[src/rtl/ti_sbox4_pipe_pkg.sv]
// Coefficients of the quadratic decomposition S = G o F, the unshared reference table
// and helpers for evaluating one 3-share output and locating nibbles in packed buses.
package ti_sbox4_pkg;

  typedef logic [3:0]        nib_t;
  typedef logic [3:0][3:0]   coef_a_t;  // [coord][j]: linear term x_j
  typedef logic [3:0][15:0]  coef_b_t;  // [coord][4*j+k], j<k: product x_j*x_k

  // F: f0 = 1^x0^x1x2, f1 = x1^x2x3, f2 = x2^x3, f3 = x3
  localparam logic [3:0] F_C0 = 4'b0001;
  localparam coef_a_t    F_A  = {4'b1000, 4'b1100, 4'b0010, 4'b0001};
  localparam coef_b_t    F_B  = {16'h0000, 16'h0000, 16'h0800, 16'h0040};

  // G: g0 = y0, g1 = y0^y1, g2 = y2^y0y1, g3 = 1^y3^y1y2
  localparam logic [3:0] G_C0 = 4'b1000;
  localparam coef_a_t    G_A  = {4'b1000, 4'b0100, 4'b0011, 4'b0001};
  localparam coef_b_t    G_B  = {16'h0040, 16'h0002, 16'h0000, 16'h0000};

  localparam logic [3:0] SBOX_REF [16] = '{
    4'hB, 4'h8, 4'hD, 4'hA, 4'hF, 4'hC, 4'h6, 4'h1,
    4'h7, 4'h4, 4'h9, 4'hE, 4'h5, 4'h2, 4'h0, 4'h3
  };

  function automatic int share_lsb(input int nsbox, input int s, input int n);
    return 4 * nsbox * s + 4 * n;
  endfunction

  // One output share built only from the two other input shares xp, xq.
  function automatic nib_t quad_share(input logic [3:0] c0, input coef_a_t a,
                                      input coef_b_t b, input logic first,
                                      input nib_t xp, input nib_t xq);
    nib_t y;
    logic acc;
    y = '0;
    for (int c = 0; c < 4; c++) begin
      acc = first & c0[c];
      for (int j = 0; j < 4; j++) begin
        if (a[c][j]) acc = acc ^ xp[j];
        for (int k = j + 1; k < 4; k++) begin
          if (b[c][4*j+k]) acc = acc ^ (xp[j] & xp[k]) ^ (xp[j] & xq[k]) ^ (xq[j] & xp[k]);
        end
      end
      y[c] = acc;
    end
    return y;
  endfunction

endpackage

[src/rtl/ti_sbox4_pipe_if.sv]
// Share stream interface of the TI S-box layer; ingress and egress ports of the pipe.
interface ti_sbox4_if #(
  parameter int NSBOX = 4
) ();
  // A beat transfers on a rising edge where valid & ready; valid must hold with stable
  // data until that edge, ready may depend combinationally on the downstream ready.
  logic                   in_valid;
  logic                   in_ready;
  logic [12*NSBOX-1:0]    in_shares;
  logic                   out_valid;
  logic                   out_ready;
  logic [12*NSBOX-1:0]    out_shares;

  modport master (
    output in_valid, in_shares, out_ready,
    input  in_ready, out_valid, out_shares
  );

  modport slave (
    input  in_valid, in_shares, out_ready,
    output in_ready, out_valid, out_shares
  );
endinterface

[src/rtl/ti_sbox4_pipe_quad.sv]
// One 4-bit quadratic map on 3 Boolean shares, non-complete direct sharing (combinational).
module ti_quad_share4
  import ti_sbox4_pkg::*;
#(
  parameter logic [3:0] C0 = 4'b0000,
  parameter coef_a_t    A  = '0,
  parameter coef_b_t    B  = '0
) (
  input  nib_t x0,
  input  nib_t x1,
  input  nib_t x2,
  output nib_t y0,
  output nib_t y1,
  output nib_t y2
);
  assign y0 = quad_share(C0, A, B, 1'b1, x1, x2);
  assign y1 = quad_share(C0, A, B, 1'b0, x2, x0);
  assign y2 = quad_share(C0, A, B, 1'b0, x0, x1);
endmodule

[src/rtl/ti_sbox4_pipe.sv]
// Two-stage threshold-implementation S-box layer (F then G), each stage registered.
// Optional TI_REMASK_EN adds the rnd port and refreshes the F shares on stage-1 load.
module ti_sbox4_pipe
  import ti_sbox4_pkg::*;
#(
  parameter int NSBOX  = 4,
  parameter int NSHARE = 3
) (
  input  logic           clk,
  input  logic           rst_n,
  ti_sbox4_if.slave      bus,
  output logic           busy
`ifdef TI_REMASK_EN
  ,
  input  logic [8*NSBOX-1:0] rnd
`endif
);
  localparam int W = 4 * NSBOX;
  typedef logic [2:0][W-1:0] sh_t;

  if (NSHARE != 3) begin : g_bad_nshare
    $error("ti_sbox4_pipe: NSHARE must be 3");
  end
  if (NSBOX < 1 || NSBOX > 32) begin : g_bad_nsbox
    $error("ti_sbox4_pipe: NSBOX must be 1..32");
  end

  sh_t  f_sh, f_ld, g_sh;
  sh_t  d1_d, d1_q, d2_d, d2_q;
  logic v1_d, v1_q, v2_d, v2_q;
  logic adv1, adv2;

  for (genvar n = 0; n < NSBOX; n++) begin : g_nib
    localparam int L0 = share_lsb(NSBOX, 0, n);
    localparam int L1 = share_lsb(NSBOX, 1, n);
    localparam int L2 = share_lsb(NSBOX, 2, n);

    ti_quad_share4 #(.C0(F_C0), .A(F_A), .B(F_B)) u_f (
      .x0 (bus.in_shares[L0 +: 4]),
      .x1 (bus.in_shares[L1 +: 4]),
      .x2 (bus.in_shares[L2 +: 4]),
      .y0 (f_sh[0][4*n +: 4]),
      .y1 (f_sh[1][4*n +: 4]),
      .y2 (f_sh[2][4*n +: 4])
    );

    ti_quad_share4 #(.C0(G_C0), .A(G_A), .B(G_B)) u_g (
      .x0 (d1_q[0][4*n +: 4]),
      .x1 (d1_q[1][4*n +: 4]),
      .x2 (d1_q[2][4*n +: 4]),
      .y0 (g_sh[0][4*n +: 4]),
      .y1 (g_sh[1][4*n +: 4]),
      .y2 (g_sh[2][4*n +: 4])
    );
  end

  always_comb begin
    f_ld = f_sh;
`ifdef TI_REMASK_EN
    // r0, r1, r0^r1 XOR to zero, so the unshared value is untouched.
    for (int n = 0; n < NSBOX; n++) begin
      f_ld[0][4*n +: 4] = f_sh[0][4*n +: 4] ^ rnd[8*n +: 4];
      f_ld[1][4*n +: 4] = f_sh[1][4*n +: 4] ^ rnd[8*n+4 +: 4];
      f_ld[2][4*n +: 4] = f_sh[2][4*n +: 4] ^ rnd[8*n +: 4] ^ rnd[8*n+4 +: 4];
    end
`endif
  end

  always_comb begin
    adv2 = !v2_q || bus.out_ready;
    adv1 = !v1_q || adv2;
    v1_d = adv1 ? bus.in_valid : v1_q;
    v2_d = adv2 ? v1_q : v2_q;
    d1_d = (adv1 && bus.in_valid) ? f_ld : d1_q;
    d2_d = (adv2 && v1_q) ? g_sh : d2_q;
  end

  always_ff @(posedge clk or negedge rst_n) begin
    if (!rst_n) begin
      v1_q <= 1'b0;
      v2_q <= 1'b0;
      d1_q <= '0;
      d2_q <= '0;
    end else begin
      v1_q <= v1_d;
      v2_q <= v2_d;
      d1_q <= d1_d;
      d2_q <= d2_d;
    end
  end

  assign bus.in_ready   = adv1;
  assign bus.out_valid  = v2_q;
  assign bus.out_shares = d2_q;
  assign busy           = v1_q || v2_q;
endmodule

[src/flat_wrapper.sv]
// flat-port wrapper written by rule: the top's interface ports become plain ports
module ti_sbox4_pipe_flat import ti_sbox4_pkg::*;
#(
  parameter int NSBOX  = 4,
  parameter int NSHARE = 3
)
  (clk, rst_n, busy, bus_in_valid, bus_in_shares, bus_out_ready, bus_in_ready, bus_out_valid, bus_out_shares);
  ti_sbox4_if #(.NSBOX(NSBOX)) bus_i ();
  input  logic clk;
  input  logic rst_n;
  output logic busy;
  input wire logic [$bits(bus_i.in_valid)-1:0] bus_in_valid;
  input wire logic [$bits(bus_i.in_shares)-1:0] bus_in_shares;
  input wire logic [$bits(bus_i.out_ready)-1:0] bus_out_ready;
  output wire logic [$bits(bus_i.in_ready)-1:0] bus_in_ready;
  output wire logic [$bits(bus_i.out_valid)-1:0] bus_out_valid;
  output wire logic [$bits(bus_i.out_shares)-1:0] bus_out_shares;
  assign bus_i.in_valid = bus_in_valid;
  assign bus_i.in_shares = bus_in_shares;
  assign bus_i.out_ready = bus_out_ready;
  assign bus_in_ready = bus_i.in_ready;
  assign bus_out_valid = bus_i.out_valid;
  assign bus_out_shares = bus_i.out_shares;
  ti_sbox4_pipe #(.NSBOX(NSBOX), .NSHARE(NSHARE)) u_core (.clk(clk), .rst_n(rst_n), .bus(bus_i), .busy(busy));
endmodule
[config.mk]
export PLATFORM = sky130hd
export DESIGN_NAME = ti_sbox4_pipe_flat
export DESIGN_NICKNAME = d
export VERILOG_FILES = /design/src/rtl/ti_sbox4_pipe_pkg.sv /design/src/rtl/ti_sbox4_pipe_if.sv /design/src/rtl/ti_sbox4_pipe_quad.sv /design/src/rtl/ti_sbox4_pipe.sv /design/src/flat_wrapper.sv
export SDC_FILE = /design/constraint.sdc
export NUM_CORES = 1
export LEC_CHECK = 0
export CORE_UTILIZATION = 33
export CTS_BUF_LIST = sky130_fd_sc_hd__clkbuf_4 sky130_fd_sc_hd__clkbuf_8 sky130_fd_sc_hd__clkbuf_16
export CTS_CLUSTER_SIZE = 20
export DETAILED_ROUTE_END_ITERATION = 12
export PLACE_DENSITY = 0.56
export SLEW_MARGIN = 5
export SYNTH_ARGS = -nofsm -noshare
export SYNTH_HDL_FRONTEND = slang
export SYNTH_SLANG_ARGS = --single-unit
[constraint.sdc]
create_clock -name clk -period 1.32 [get_ports clk]
set_input_delay 0.264 -clock clk [delete_from_list [all_inputs] [get_ports clk]]
set_output_delay 0.264 -clock clk [all_outputs]
set_load 0.01 [all_outputs]
==> impl_metrics.toml, run 1 <==
[status]
status = "finished, violations left"
violations = "setup timing"

[clocking]
clock_latency_ps = 350
cts_root_buffer = "clkbuf_16"
clock_sinks = 98
numCtsBuffers = 9
cts_tree = "done"
cts_max_level = 3
path_clk_slew_ps = 60
clock_path_buffers = 2

[sta]
slew-limit-headroom = 0.7699
slew_viol_final = 0
tightest_slew_ps = 340.3
postLayoutSetupSlackWorst_ps = -173.3
hold_viol_final = 0
post-route-period-util = 1.131
holdWs_ps = 371.6
clock_skew_ps = 5.985
rsz0062_at_grt = "true"
clock.fmax_mhz = 669.7
post-route-min-period_ps = 1493
setup_viol = 54

[synthesis]
syn_inst = 637
yosysWarnings = 0
ys_ff_latch = 98
ys_types = 37
syn_nets = 713
synth_area_mm2 = 0.005984
synth_area_per_cell_um2 = 9.395
yosysSeqAreaShare = 0.4098

[global_route]
overflow = 0
antenna_found_initial = 0
gr-usage-all-layers = 0.1831
grt_pass1_wl_um = 26180
grt_pass1_vias = 5433
grt_max_degree = 57

[detailed_routing]
dr.pass1.iters = 4
routed_wl_um = 16600
wire_per_inst_um = 15.41
drt-initial-drc-count = 191
vias_per_cell = 4.882
post-route-drc-count = 0
vias = 5258
ant_nets = 0

[power]
p_leak_nw = 4.156
vdd_drop_max_v = 0.0006189
p_per_area_mw_per_mm2 = 1418

[floorplanning]
rows = 48
die_area_mm2 = 0.01868
ios = 103
initial_core_util = 0.3424
die_h_um = 136.7
die_width_um = 136.7
core_mm2 = 0.01748

[finish]
diodes = 0
area_growth_pct = 54.86
final_area_mm2 = 0.009268
drive_gt1_frac = 0.3498
fillers = 1532
finalNetCount = 923
finalNonFillerCells = 1077
finish.utilization = 0.5303

[placed_design]
postPlaceCellArea_mm2 = 0.008036
port_buffers = 102
gp_congestion = 0.8376
dpl.hpwl_um = 11340
place_inst = 1038
place_ws_ps = -507.4

[setup_path]
cp-end-kind = "register"
critPathArrivalTime_ps = 1780
worstPathMaxFanout = 6
start_kind = "register"
crit_required_ps = 1610
crit_type = "register to register"

[job]
drv_cap = 0

[min_path]
hold_path_class = "input port to register"
## kinds of logic after synthesis
logic type | synth area share
XOR/XNOR | 0.1229
AO/OA/AOI/OAI | 0.1050
multiplexers | 0.06711
adder cells (fa/ha/maj) | 0.05018
buffers and inverters | 0.03972
AND/OR/NAND/NOR | 0.2053
flip-flops | 0.4098
## state kept, by name, indices dropped and copies added, names as in the netlist
register and cells:
u_core.bus.out_shares 48, u_core.bus.out_valid 1, u_core.d1_q 48, u_core.v1_q 1
## synth_stat cells
cell,instances,share of area
nand2_1,185,0.12
dfrtp_1,98,0.41
xnor2_1,79,0.12
ha_1,24,0.050
mux2_2,24,0.045
buf_2,22,0.018
o21ai_0,22,0.018
nor2b_1,16,0.017
nand3_1,15,0.013
nand3b_1,15,0.019
o21ai_1,14,0.012
o31ai_1,12,0.015
inv_1,11,0.0069
clkbuf_1,10,0.0063
a221oi_2,9,0.023
a21oi_1,8,0.0067
mux2_4,8,0.020
o211ai_1,7,0.0088
nor4bb_1,6,0.010
xor2_1,5,0.0073
a211o_1,4,0.0059
buf_6,4,0.0075
nand2b_1,4,0.0042
nand4_1,4,0.0042
nor3_1,4,0.0033
nor3b_1,4,0.0050
o21a_1,4,0.0050
or4_1,4,0.0050
a311o_1,3,0.0050
and4bb_2,3,0.0063
o2111ai_1,3,0.0044
and2_1,1,0.0010
buf_1,1,0.00063
mux2_1,1,0.0019
nand2_2,1,0.0010
o21ai_2,1,0.0015
or2_2,1,0.0010
## power breakdown
part | switching [mW] | leakage, nW | total [mW] | internal [mW]
sequential | 0.727 | 1.17 | 4.61 | 3.88
combinational | 2.48 | 2.82 | 5.70 | 3.22
clock | 1.12 | 0.163 | 2.84 | 1.72
total | 4.32 | 4.16 | 13.1 | 8.82
## metal layers
layer / up-vias / GRT usage / routed length, µm
met4: 0 / 0.08642 / 497
met5: - / 0 / 0
met3: 28 / 0.02259 / 535
met2: 116 / 0.3345 / 8677
li1: 2586 / - / -
met1: 2528 / 0.2109 / 6886
## layout by cell type (no fill, tap or decap), drive strengths merged, types with 3 or more instances in the layout
master / instances
o21a: 4
xnor2: 79
nor3b: 4
xor2: 5
nor3: 4
nand2: 186
a311o: 3
clkdlybuf4s15: 11
mux2: 33
a21oi: 8
nand3b: 15
a211o: 4
nand3: 15
o21ai: 37
clkdlybuf4s50: 41
nor2b: 16
nand2b: 4
a221oi: 9
dlygate4sd2: 45
o31ai: 12
or4: 4
clkbuf: 17
nand4: 4
dfrtp: 98
buf: 135
ha: 24
and4bb: 3
o2111ai: 3
o211ai: 7
nor4bb: 6
inv: 11
## final timing paths
kind	startpoint	end	slack [ps]	cells past startpoint
setup / recovery	u_core.bus.out_valid	u_core.d1_q[12]	-170	5
hold / removal	bus_out_ready	u_core.bus.out_valid	370	3
setup reg to reg	u_core.bus.out_valid	u_core.d1_q[12]	-170	5
hold reg to reg	u_core.bus.out_shares[23]	u_core.bus.out_shares[23]	470	2
max in group asynchronous	rst_n	u_core.d1_q[38]	570	3
min in group asynchronous	rst_n	u_core.bus.out_shares[44]	430	3
## stage by stage
stage | TNS (ps) | power (mW)
3_5_place_dp | -30840 | 9.866
5_1_grt | -8174 | 13.97
4_1_cts | -2933 | 12.80
6_report | -2894 | 13.15
2_1_floorplan | -696.6 | 7.191
3_3_place_gp | -28870 | 9.709
## layout make-up
type                            instances  area (µm²)  share of cell area
Timing Repair Buffer                  236        2305              0.2487
Sequential cell                        98        2471              0.2666
Clock inverter                          1       30.03            0.003240
Tap cell                              225       281.5             0.03038
Clock buffer                           15       295.3             0.03186
Multi-Input combinational cell        491        3844              0.4147
Inverter                               11       41.29            0.004455
## worst max-delay path, stage by stage, from the launching register on
cell	delay (ps)
dfrtp_1	400
nand3b_1	180
nand2_4	90
buf_12	150
or4_4	530
nand3_2	70
## repair_timing
action | CTS | global route
buffers inserted | 11 | 4
hold buffers | 1 | 0
pin swaps | 30 | 54
gates resized for setup | 146 | 94
setup endpoints to repair | 132 | 103
endpoints found under the hold margin | 98 | 0
gates cloned | 6 | 2
Note: power is estimated with default switching activity, not from simulation.
==> run 2: changes to the inputs <==
Settings changed: PLACE_DENSITY 0.56 to 0.54.
Clock period 1.32 ns to 1.6 ns, I/O delays scaled along.
==> run 2 against run 1 <==
Compared with the run above: the run now ends clean; clock-buffer cell count fell by 1; critical path type is now register to output port; non-clock buffer count down 56; power down 26%; clock skew rose by 1.2 ps; worst setup slack improved by 210 ps; wire length fell by 17%; hold slack better by 48 ps; via count decreased by 7.3%; combinational power decreased by 33%; sequential power decreased by 17%; critical path depth down 4; largest cell class unchanged.
==> impl_metrics.toml, run 2 (synthesis gave the netlist of run 1 again) <==
[status]
status = "finished, final reports clean"

[detailed_routing]
routed_wl_um = 13820
drt-initial-drc-count = 241
vias = 4874
dr.pass1.iters = 4
vias_per_cell = 4.774
wire_per_inst_um = 13.54
post-route-drc-count = 0
ant_nets = 0

[sta]
clock_skew_ps = 7.221
setup_viol = 0
post-route-min-period_ps = 1567
fin_setup_tns_ps = 0
hold_viol_final = 0
post-route-period-util = 0.9795
slew-limit-headroom = 0.7437
holdWs_ps = 419.2
rsz0062_at_grt = "true"
tightest_slew_ps = 379.3
clock.fmax_mhz = 638.1
slew_viol_final = 0

[setup_path]
rrSetupSlack_ps = 80
crit_required_ps = 1280
start_kind = "register"
cp-end-kind = "output port"
critical_path.startpoint = "u_core.bus.out_shares[27]"
worstPathMaxFanout = 2
slowest_stage = "clkdlybuf4s50_1"
reg2reg_from = "u_core.v1_q"
path_cells = "clkdlybuf4s50_1"
max_stage_delay_ps = 540
cp.depth = 1
critPathTopFamily = "buffers and inverters"
r2r_cells = 4
crit_buf_inv = 1
critPathArrivalTime_ps = 1250
r2r-end = "u_core.d1_q[4]"
crit_type = "register to output port"

[placed_design]
gp_congestion = 0.8314
dpl.hpwl_um = 10860
port_buffers = 102

[clocking]
path_clk_slew_ps = 60
numCtsBuffers = 9
cts_setup_buffers = 0
cts_root_buffer = "clkbuf_16"
cts_max_level = 3
clock_latency_ps = 350
cts_tree = "done"
clock_sinks = 98
clock_path_buffers = 2

[floorplanning]
die_area_mm2 = 0.01868
die_h_um = 136.7
ios = 103
rows = 48
initial_core_util = 0.3424
core_mm2 = 0.01748
die_width_um = 136.7

[global_route]
overflow = 0
gr-usage-all-layers = 0.1606
antenna_found_initial = 0
grt_pass1_vias = 4900
grt_pass1_wl_um = 23560
grt_max_degree = 36

[finish]
finalNetCount = 867
drive_gt1_frac = 0.1796
area_growth_pct = 34.56
final_cell_mix = "nand2_1 (184), dfrtp_1 (98), xnor2_1 (79), clkdlybuf4s50_1 (79), buf_4 (72)"
layout_commonest_cell = "nand2_1"
fillers = 1687
diodes = 0

[power]
internal-power_mw = 6.612
vdd_drop_max_v = 0.0006477
power_frac_comb = 0.390
p_leak_nw = 3.618
power_mw = 9.746
sequentialPowerShare = 0.393
p_sw_frac = 0.3216
switchingPower_mw = 3.134
p_per_area_mw_per_mm2 = 1210
power_frac_clock = 0.216

[min_path]
hold_path_class = "input port to async pin"

[job]
drv_cap = 0
## run 2: changes by cell type in the layout (fill, tap and decap cells not counted), sizes merged
cell           before  now
clkinv              0    2
clkbuf             17   14
dlygate4sd2        45   10
dlymetal6s2s        1   10
bufinv              1    0
buf               135   79
clkdlybuf4s50      41   79
clkdlybuf4s15      11    1
## run 2: layer usage
metal  vias up  share of wire  track usage
li1       2467              -            -
met1      2312           0.46       0.1985
met4         0          0.015      0.05988
met3        14          0.033      0.02111
met5         -              0            0
met2        81           0.50       0.2831
## run 2: how the worst max path moves through the flow
stage	end	slack [ps]
floorplan	u_core.d1_q[0]	200
global placement	u_core.d1_q[4]	-310
detailed placement	u_core.d1_q[4]	-330
CTS	bus_in_ready	4
global route	u_core.d1_q[12]	-40
finish	bus_out_shares[27]	30
## run 2: timing repair
action / 4_1_cts / 5_1_grt
pin swaps: 0 / 0
setup endpoints to repair: 12 / 20
hold endpoints to repair: 19 / 0
hold buffers: 1 / 0
resized for setup: 15 / 11
## run 2: cell type report
class | count | area (µm²) | area share
multi-input combinational | 491 | 3297 | 0.4094
sequential | 98 | 2452 | 0.3045
timing repair buffer | 180 | 1689 | 0.2098
clock buffer | 14 | 281.5 | 0.03496
tap | 225 | 281.5 | 0.03496
inverter | 11 | 41.29 | 0.005127
clock inverter | 2 | 10.01 | 0.001243
## run 2: metrics by stage
stage / cells / worst slack, ps / utilization / instance area [µm²]
2_1_floorplan: 637 / 197.6 / - / 5984
3_3_place_gp: 1004 / -312.4 / 0.4431 / 7744
3_5_place_dp: 1004 / -327.7 / 0.4431 / 7744
4_1_cts: 1021 / 4.204 / 0.4593 / 8026
5_1_grt: 1021 / -40.54 / 0.4608 / 8053
6_report: 1021 / 32.82 / 0.4608 / 8053
## run 2: power groups by stage
stage	registers (mW)	clock network, mW	logic [mW]
detailed placement	3.90	0	3.94
floorplan	3.90	0	2.00
finish	3.84	2.11	3.80
global route	3.96	2.28	4.21
CTS	3.86	2.19	3.89
global placement	3.86	0	3.89
==> run 3: changes to the inputs <==
Settings changed: CORE_UTILIZATION 33 to 47, PLACE_DENSITY 0.54 to 0.72.
==> run 3 against run 2 <==
Compared with the run above: sequential share of layout area rose by 0.10 points; maximum frequency grew 0.36%; critical path depth did not move; first-iteration DRC count down 27%; power is 2.1% higher; register-to-register slack gained 50 ps; flip-flop and latch count unchanged; final area down 0.23%; clock-buffer cell count down 3; clock skew barely moved; die area down 29%; wire length down 3.7%; critical endpoint is now bus_out_shares[36]; largest cell class unchanged.
==> impl_metrics.toml, run 3 (synthesis gave the netlist of run 1 again) <==
[status]
status = "finished, final reports clean"

[floorplanning]
die_width_um = 114.8
rows = 40
core_mm2 = 0.01221
ios = 103
initial_core_util = 0.4901
die_h_um = 114.8
die_area_mm2 = 0.01319

[min_path]
hold_path_class = "register to register"
min_from = "u_core.bus.out_shares[15]"
hold_path_depth = 2

[job]
drv_cap = 0

[power]
power_frac_comb = 0.381
p_sw_frac = 0.3132
p_per_area_mw_per_mm2 = 1239
p_leak_nw = 3.653
sequentialPowerShare = 0.386
vdd_drop_max_v = 0.0005360
power_mw = 9.954
power_frac_clock = 0.233
switchingPower_mw = 3.117
internal-power_mw = 6.836

[setup_path]
path_cells = "clkdlybuf4s50_1"
reg2reg_from = "u_core.d1_q[25]"
r2r_cells = 4
crit_buf_inv = 1
critPathArrivalTime_ps = 1240
cp.depth = 1
endpoint = "bus_out_shares[36]"
cp-end-kind = "output port"
crit_type = "register to output port"
crit_required_ps = 1280
max_stage_delay_ps = 550
r2r-end = "u_core.bus.out_shares[11]"
critical_path.startpoint = "u_core.bus.out_shares[36]"
slowest_stage = "clkdlybuf4s50_1"
critPathTopFamily = "buffers and inverters"
start_kind = "register"
worstPathMaxFanout = 2
rrSetupSlack_ps = 130

[finish]
area_growth_pct = 34.25
fillers = 1046
diodes = 0
layout_commonest_cell = "nand2_1"
finalNetCount = 868
final_cell_mix = "nand2_1 (184), dfrtp_1 (96), clkdlybuf4s50_1 (80)"
drive_gt1_frac = 0.1857

[global_route]
antenna_found_initial = 0
gr-usage-all-layers = 0.2177
grt_pass1_wl_um = 22790
overflow = 0
grt_max_degree = 59
grt_pass1_vias = 4996

[clocking]
clock_path_buffers = 2
numCtsBuffers = 9
clock_sinks = 98
path_clk_slew_ps = 60
cts_root_buffer = "clkbuf_16"
clock_latency_ps = 340
cts_tree = "done"
cts_max_level = 3

[placed_design]
gp_congestion = 0.9097
port_buffers = 102
dpl.hpwl_um = 10250

[detailed_routing]
post-route-drc-count = 0
vias_per_cell = 5.089
ant_nets = 0
drt-initial-drc-count = 176
dr.pass1.iters = 4
wire_per_inst_um = 13.79
routed_wl_um = 13310
vias = 4911

[sta]
post-route-min-period_ps = 1561
slew-limit-headroom = 0.7274
clock.fmax_mhz = 640.4
clock_skew_ps = 6.793
holdWs_ps = 475.6
setup_viol = 0
rsz0062_at_grt = "false"
post-route-period-util = 0.9759
tightest_slew_ps = 403.4
slew_viol_final = 0
hold_viol_final = 0
run 3: changes by cell type in the layout (fill, tap and decap cells not counted), sizes merged:
| cell | previous run | this run |
|---|---|---|
| clkdlybuf4s50 | 79 | 80 |
| clkdlybuf4s15 | 1 | 0 |
| clkinvlp | 0 | 1 |
| dlygate4sd2 | 10 | 6 |
| bufinv | 0 | 2 |
| dlymetal6s2s | 10 | 13 |
| clkbuf | 14 | 13 |
run 3: worst min path at each step:
stage | end | slack, ps
floorplan | u_core.bus.out_shares[0] | 20
CTS | u_core.bus.out_shares[15] | 480
detailed placement | u_core.bus.out_shares[14] | 310
global placement | u_core.bus.out_shares[15] | 310
global route | u_core.bus.out_shares[15] | 500
finish | u_core.bus.out_shares[15] | 480
run 3: layout make-up:
| class | count | area, µm² | area share |
|---|---|---|---|
| Multi-Input combinational cell | 491 | 3308 | 0.4118 |
| Sequential cell | 98 | 2455 | 0.3056 |
| Timing Repair Buffer | 181 | 1695 | 0.2110 |
| Clock buffer | 11 | 246.5 | 0.03068 |
| Tap cell | 168 | 210.2 | 0.02616 |
| Clock inverter | 5 | 77.57 | 0.009656 |
| Inverter | 11 | 41.29 | 0.005139 |
run 3: timing repair:
item | CTS | global route
hold buffers | 1 | 0
gates resized for setup | 10 | 20
buffers inserted | 1 | 1
endpoints found under the setup margin | 8 | 46
hold endpoints to repair | 66 | 0
run 3: metal layers:
| metal | GRT usage | wire length (µm) |
|---|---|---|
| met3 | 0.03057 | 484 |
| met2 | 0.4080 | 6899 |
| met5 | 0 | 0 |
| met4 | 0.06840 | 180 |
| met1 | 0.2556 | 5747 |
run 3: per-stage QoR:
stage               instance area (µm²)  std cells  setup TNS [ps]    util  setup slack, ps
floorplan                          5984        637               0       -            197.6
finish                             8034        965               0  0.6579            38.52
global placement                   7652        946          -11090  0.6266           -256.6
global route                       8034        965               0  0.6579           0.4521
detailed placement                 7652        946          -18030  0.6266           -344.7
CTS                                7986        964               0  0.6540            3.851
run 3: power groups by stage:
stage          combinational, mW  sequential [mW]  clock, mW
2_1_floorplan               2.00             3.90          0
6_report                    3.79             3.85       2.32
5_1_grt                     4.18             3.95       2.47
3_3_place_gp                3.79             3.85          0
4_1_cts                     3.88             3.85       2.36
3_5_place_dp                3.88             3.89          0
